[config.mk]
export PLATFORM = sky130hd
export DESIGN_NAME = insn_sequencer
export DESIGN_NICKNAME = d
export VERILOG_FILES = /design/src/rtl/insn_seq_pkg.sv /design/src/rtl/insn_fifo.sv /design/src/rtl/insn_sequencer.sv
export SDC_FILE = /design/constraint.sdc
export NUM_CORES = 1
export LEC_CHECK = 0
export CELL_PAD_IN_SITES_DETAIL_PLACEMENT = 2
export CELL_PAD_IN_SITES_GLOBAL_PLACEMENT = 2
export CORE_MARGIN = 3
export CORE_UTILIZATION = 38
export DETAILED_ROUTE_END_ITERATION = 10
export PLACE_DENSITY = 0.79
export SLEW_MARGIN = 10
export SYNTH_ARGS = -nofsm -noshare
export SYNTH_HDL_FRONTEND = slang
export SYNTH_SLANG_ARGS = --single-unit
[constraint.sdc]
create_clock -name clock -period 5.64 [get_ports clock]
set_input_delay 0.564 -clock clock [delete_from_list [all_inputs] [get_ports clock]]
set_output_delay 0.564 -clock clock [all_outputs]
set_load 0.05 [all_outputs]
[src/rtl/insn_seq_pkg.sv]
// rtl/insn_seq_pkg.sv - shared widths, defaults and FSM state type for the instruction sequencer
package insn_seq_pkg;
  localparam int INSN_W               = 32;
  localparam int REG_IDX_W            = 5;
  localparam int DEFAULT_DEPTH        = 8;
  localparam int DEFAULT_DRAIN_CYCLES = 5;

  typedef enum logic [1:0] {
    ST_IDLE  = 2'd0,
    ST_ISSUE = 2'd1,
    ST_DRAIN = 2'd2,
    ST_READ  = 2'd3
  } state_e;
endpackage

[src/rtl/insn_fifo.sv]
// rtl/insn_fifo.sv - instruction FIFO with extra-MSB wrap pointers, head shown combinationally
module insn_fifo
  import insn_seq_pkg::*;
#(
  parameter int DEPTH = DEFAULT_DEPTH
) (
  input  logic              clock,
  input  logic              reset,
  input  logic              push_i,
  input  logic [INSN_W-1:0] data_i,
  input  logic              pop_i,
  output logic [INSN_W-1:0] head_o,
  output logic              full_o,
  output logic              empty_o,
  output logic              last_o
);
  localparam int AW = $clog2(DEPTH);

  logic [AW:0]       wr_ptr_q, wr_ptr_d;
  logic [AW:0]       rd_ptr_q, rd_ptr_d;
  logic [AW:0]       occ;
  logic [INSN_W-1:0] mem_q [DEPTH];
  logic              do_push, do_pop;

  assign occ     = wr_ptr_q - rd_ptr_q;
  assign full_o  = (wr_ptr_q[AW] != rd_ptr_q[AW]) && (wr_ptr_q[AW-1:0] == rd_ptr_q[AW-1:0]);
  assign empty_o = (wr_ptr_q == rd_ptr_q);
  assign last_o  = (occ == (AW+1)'(1));
  assign head_o  = mem_q[rd_ptr_q[AW-1:0]];

  // Full is judged on registered occupancy, so a same-cycle pop never frees a slot early.
  assign do_push  = push_i && !full_o;
  assign do_pop   = pop_i && !empty_o;
  assign wr_ptr_d = do_push ? wr_ptr_q + (AW+1)'(1) : wr_ptr_q;
  assign rd_ptr_d = do_pop  ? rd_ptr_q + (AW+1)'(1) : rd_ptr_q;

  always_ff @(posedge clock or posedge reset) begin
    if (reset) begin
      wr_ptr_q <= '0;
      rd_ptr_q <= '0;
    end else begin
      wr_ptr_q <= wr_ptr_d;
      rd_ptr_q <= rd_ptr_d;
    end
  end

  always_ff @(posedge clock) begin
    if (do_push) mem_q[wr_ptr_q[AW-1:0]] <= data_i;
  end
endmodule

[src/rtl/insn_sequencer.sv]
// rtl/insn_sequencer.sv - feeds queued host instructions to the processor, drains, and services register readback
module insn_sequencer
  import insn_seq_pkg::*;
#(
  parameter int DEPTH        = DEFAULT_DEPTH,
  parameter int DRAIN_CYCLES = DEFAULT_DRAIN_CYCLES
) (
  input  logic                 clock,
  input  logic                 reset,
  input  logic [INSN_W-1:0]    host_insn,
  input  logic                 host_valid,
  output logic                 host_ready,
  input  logic                 rd_req,
  input  logic [REG_IDX_W-1:0] rd_reg,
  output logic                 rd_ack,
  output logic [INSN_W-1:0]    rd_data,
  output logic [INSN_W-1:0]    insn_to_use,
  output logic                 active_insn,
  output logic [REG_IDX_W-1:0] reg_to_read,
  output logic                 reading,
  input  logic [INSN_W-1:0]    reg_val,
  output logic                 busy
);
  localparam int CW = $clog2(DRAIN_CYCLES + 1);

  state_e            state_q, state_d;
  logic [CW-1:0]     cnt_q, cnt_d;
  logic [INSN_W-1:0] rd_data_q, rd_data_d;
  logic              rd_ack_q, rd_ack_d;

  logic              fifo_full, fifo_empty, fifo_last, fifo_pop, push_acc;
  logic [INSN_W-1:0] fifo_head;

  assign host_ready = !fifo_full;
  assign push_acc   = host_valid && !fifo_full;

  insn_fifo #(.DEPTH(DEPTH)) u_fifo (
    .clock   (clock),
    .reset   (reset),
    .push_i  (host_valid),
    .data_i  (host_insn),
    .pop_i   (fifo_pop),
    .head_o  (fifo_head),
    .full_o  (fifo_full),
    .empty_o (fifo_empty),
    .last_o  (fifo_last)
  );

  always_ff @(posedge clock or posedge reset) begin
    if (reset) begin
      state_q   <= ST_IDLE;
      cnt_q     <= '0;
      rd_data_q <= '0;
      rd_ack_q  <= 1'b0;
    end else begin
      state_q   <= state_d;
      cnt_q     <= cnt_d;
      rd_data_q <= rd_data_d;
      rd_ack_q  <= rd_ack_d;
    end
  end

  always_comb begin
    state_d     = state_q;
    cnt_d       = cnt_q;
    rd_data_d   = rd_data_q;
    rd_ack_d    = 1'b0;
    fifo_pop    = 1'b0;
    active_insn = 1'b0;
    insn_to_use = '0;
    reading     = 1'b0;
    reg_to_read = '0;
    case (state_q)
      ST_IDLE: begin
        // The request is still held high during the ack cycle; skip it so one request reads once.
        if (rd_req && !rd_ack_q) state_d = ST_READ;
        else if (!fifo_empty)    state_d = ST_ISSUE;
      end
      ST_ISSUE: begin
        active_insn = 1'b1;
        insn_to_use = fifo_head;
        fifo_pop    = 1'b1;
        if (fifo_last && !push_acc) begin
          state_d = ST_DRAIN;
          cnt_d   = CW'(DRAIN_CYCLES - 1);
        end
      end
      ST_DRAIN: begin
        if (!fifo_empty)        state_d = ST_ISSUE;
        else if (cnt_q == '0)   state_d = ST_IDLE;
        else                    cnt_d   = cnt_q - CW'(1);
      end
      ST_READ: begin
        reading     = 1'b1;
        reg_to_read = rd_reg;
        rd_data_d   = reg_val;
        rd_ack_d    = 1'b1;
        state_d     = ST_IDLE;
      end
      default: state_d = ST_IDLE;
    endcase
  end

  assign rd_ack  = rd_ack_q;
  assign rd_data = rd_data_q;
  assign busy    = (state_q != ST_IDLE);
endmodule

==> out/results.ini <==
[outcome]
result_of_the_run=finished, final reports clean

[floorplan]
floorplan.initialDensity_pct=39.0
coreArea_mm2=0.0300
placement_rows=63
chipWidth_um=182
die_area_mm2=0.0330
top_level_ports=147
die_h_um=182

[finish]
multiInputGateArea_mm2=0.00276
fillers=2678
post-route-cell-area_mm2=0.0148
seq_area_mm2=0.00884
antennaDiodeCount=0
areaGrowthSynthToFinish_pct=26.5
finish.net_count=856
post_route_cells_drive_above_1_share_pct=21.9

[clock_tree]
tritoncts=done
cts-root-buf=sky130_fd_sc_hd__clkbuf_16
numCtsBuffers=34
cts-resized-gates=0
clock_path_buffers=3
clock_latency_at_the_later_pin_of_the_worst_skew_pair_ns=0.50
post_cts_hold_buffer_count=0
cts_post_setup_buffers_inserted=0
clock-sinks=302
clk_pin_slew_ns=0.06
htree_levels=2

[yosys]
syn_area_per_cell_um2=19.2
synth_edf_count=256
synth.cells.most_frequent=256 x sky130_fd_sc_hd__edfxtp_1, 76 x sky130_fd_sc_hd__nand2_1, 64 x sky130_fd_sc_hd__mux4_2
yosys.area.top_type_share_pct=65.6
syn-num-nets=691
yosysSeqAreaShare_pct=75.4
post_synth_top_flop=sky130_fd_sc_hd__edfxtp_1
synth_warnings=0
netlist_instances=610
netlist_area_mm2=0.0117
yosys-top-cells-area=sky130_fd_sc_hd__edfxtp_1 66%, sky130_fd_sc_hd__mux4_2 12%, sky130_fd_sc_hd__dfrtp_1 9.8%
synth.largest_area_cell=sky130_fd_sc_hd__edfxtp_1
async_reset_ff_share_pct=15.2
synth.lib_cells_used.distinct=36
synthMostInstantiatedCell=sky130_fd_sc_hd__edfxtp_1
synth.ff_latch_count=302

[grt]
gr-max-usage-layer=met2
wire_length_of_the_first_global_routing_pass_um=47500
antenna_found_initial=0
grt_max_degree=68
track_usage_pct=18.8
grt.met1_usage_pct=24.0
met2_usage_pct=32.4
use_met3_pct=4.65
globalRoute.totalOverflow=0
vias_in_the_first_global_route=7447

[timing]
rsz_0062_raised_after_global_routing=false
post-route-min-period_ns=4.28
tightest_slew_ns=1.12
fin_worst_skew_ns=0.0116
max_freq_mhz=233
setup_violations=0
final-max-slew-violation-count=0
finalCritPeriodShare_pct=75.9
max_slew_margin_pct=25.1
report.final.hold_viol_count=0
setup_total_negative_slack_ns=0

[hold_path]
worstHoldEndpoint=rd_data[7]$_DFFE_PP0P_
hold_path_class=reg -> reg
worst_hold_path.num_cells=1
holdCritStartpoint=rd_data[7]$_DFFE_PP0P_

[setup_path]
reg2reg_depth=9
path_class=reg -> out
cp_max_fo=35
r2r-start=u_fifo.rd_ptr_q[2]$_DFFE_PP0P_
worstSetupEndpointType=primary output
arrival_ns=3.72
rr_endpoint=u_fifo.mem_q[7][14]$_DFFE_PP_
worst-endpoint-required_ns=5.08
reg2reg_slack_ns=1.78
startpoint_types=flop

[placed_design]
detailed_place_hpwl_um=18700
placedInstanceArea_mm2=0.0137
place.gp.congestion=0.784
portBuffers=146

[power_and_ir_drop]
combinationalPowerShare_pct=40.6
switching_share_pct=38.2
power.share.sequential_pct=35.1
power.ir.vdd_worst_mv=0.306
power_density_mw_per_mm2=613
report.power.total_mw=9.08
total_leakage_power_nw=5.03
switching_power_mw=3.47
internal_dissipation_mw=5.61
clockPowerShare_pct=24.2

[detailed_routing]
drt_iter0_drc=401
viasPerCell=5.31
antenna_violating_nets_post_route=0
remaining_drc_errors=0
first_pass_iters=4
dr_total_vias=6316
detail_route.wirelength_um=30900
routedWlPerCell_um=26.0

[run]
max_cap_viol_count=0

-- cell families after synthesis --
| logic type | after synthesis | synth area share, % |
|---|---|---|
| xor gates and xnor gates | 9 | 0.736 |
| muxes | 96 | 15.4 |
| AOI/OAI and AO/OA | 46 | 2.31 |
| buffers and inverters | 44 | 1.49 |
| DFF | 302 | 75.4 |
| and+or+nand+nor | 105 | 3.80 |
| adders and majority gates | 8 | 0.918 |
-- sequential cells by signal, summed over array words and instances, names as in the netlist --
register	cells
u_fifo.wr_ptr_q	4
state_q	2
cnt_q	3
rd_ack	1
u_fifo.mem_q	256
u_fifo.rd_ptr_q	4
rd_data	32
-- worst max-delay path, cell delays in order (launching register included) --
cell and delay [ns]:
sky130_fd_sc_hd__dfrtp_4 0.88, sky130_fd_sc_hd__buf_4 0.71, sky130_fd_sc_hd__mux4_2 0.35, sky130_fd_sc_hd__nand2_1 0.06, sky130_fd_sc_hd__a21oi_1 0.33, sky130_fd_sc_hd__clkdlybuf4s50_1 0.89
-- layout make-up --
class / instances / area share, %
sequential: 302 / 59.6
inverter: 13 / 0.329
timing repair buffer: 160 / 10.6
clock inverter: 15 / 1.05
multi-input combinational: 264 / 18.6
clock buffer: 45 / 6.50
tap: 390 / 3.29
-- cells in the final DEF, fill, tap and decap left out, drive strengths merged, types with 2 or more instances in the layout --
master / count
nand2b: 4
dfrtp: 46
o21ai: 4
a21oi: 35
edfxtp: 256
nand3: 2
mux4: 64
mux2: 32
bufinv: 3
nand2: 76
xor2: 3
nor3: 5
clkbuf: 45
buf: 14
ha: 7
xnor2: 6
clkinv: 12
and3: 5
inv: 12
nor2: 6
clkdlybuf4s50: 146
-- stage by stage --
step                hold slack (ns)  utilization, %  setup WS (ns)  std cells
floorplan                     0.449               -          0.445        610
global placement              0.464            45.7           1.75       1129
detailed placement            0.494            45.7           1.72       1129
CTS                           0.507            49.4           1.21       1189
global route                  0.517            49.4           1.03       1189
finish                        0.505            49.4           1.36       1189
-- worst max path at each step --
stage / start / endpoint / slack, ns / depth (start not counted)
finish: u_fifo.rd_ptr_q[0]$_DFFE_PP0P_ / insn_to_use[0] / 1.36 / 5
CTS: u_fifo.rd_ptr_q[0]$_DFFE_PP0P_ / insn_to_use[0] / 1.21 / 5
detailed placement: u_fifo.rd_ptr_q[2]$_DFFE_PP0P_ / u_fifo.mem_q[7][19]$_DFFE_PP_ / 1.72 / 9
global route: u_fifo.rd_ptr_q[0]$_DFFE_PP0P_ / insn_to_use[0] / 1.03 / 5
floorplan: u_fifo.rd_ptr_q[1]$_DFFE_PP0P_ / u_fifo.mem_q[1][0]$_DFFE_PP_ / 0.44 / 10
global placement: u_fifo.rd_ptr_q[0]$_DFFE_PP0P_ / insn_to_use[0] / 1.75 / 5
-- power groups by stage --
stage	clock, mW	combinational (mW)	sequential (mW)
detailed placement	0	3.74	3.25
finish	2.20	3.69	3.19
global placement	0	3.62	3.18
floorplan	0	2.15	3.51
global route	2.34	3.92	3.25
CTS	2.25	3.76	3.20
-- metal layers --
layer / up-vias / wire length, um
met4: 0 / 592
li1: 2719 / -
met1: 3328 / 12700
met2: 224 / 15600
met5: - / 0
met3: 45 / 1990
Note: power is estimated with default switching activity, not from simulation.
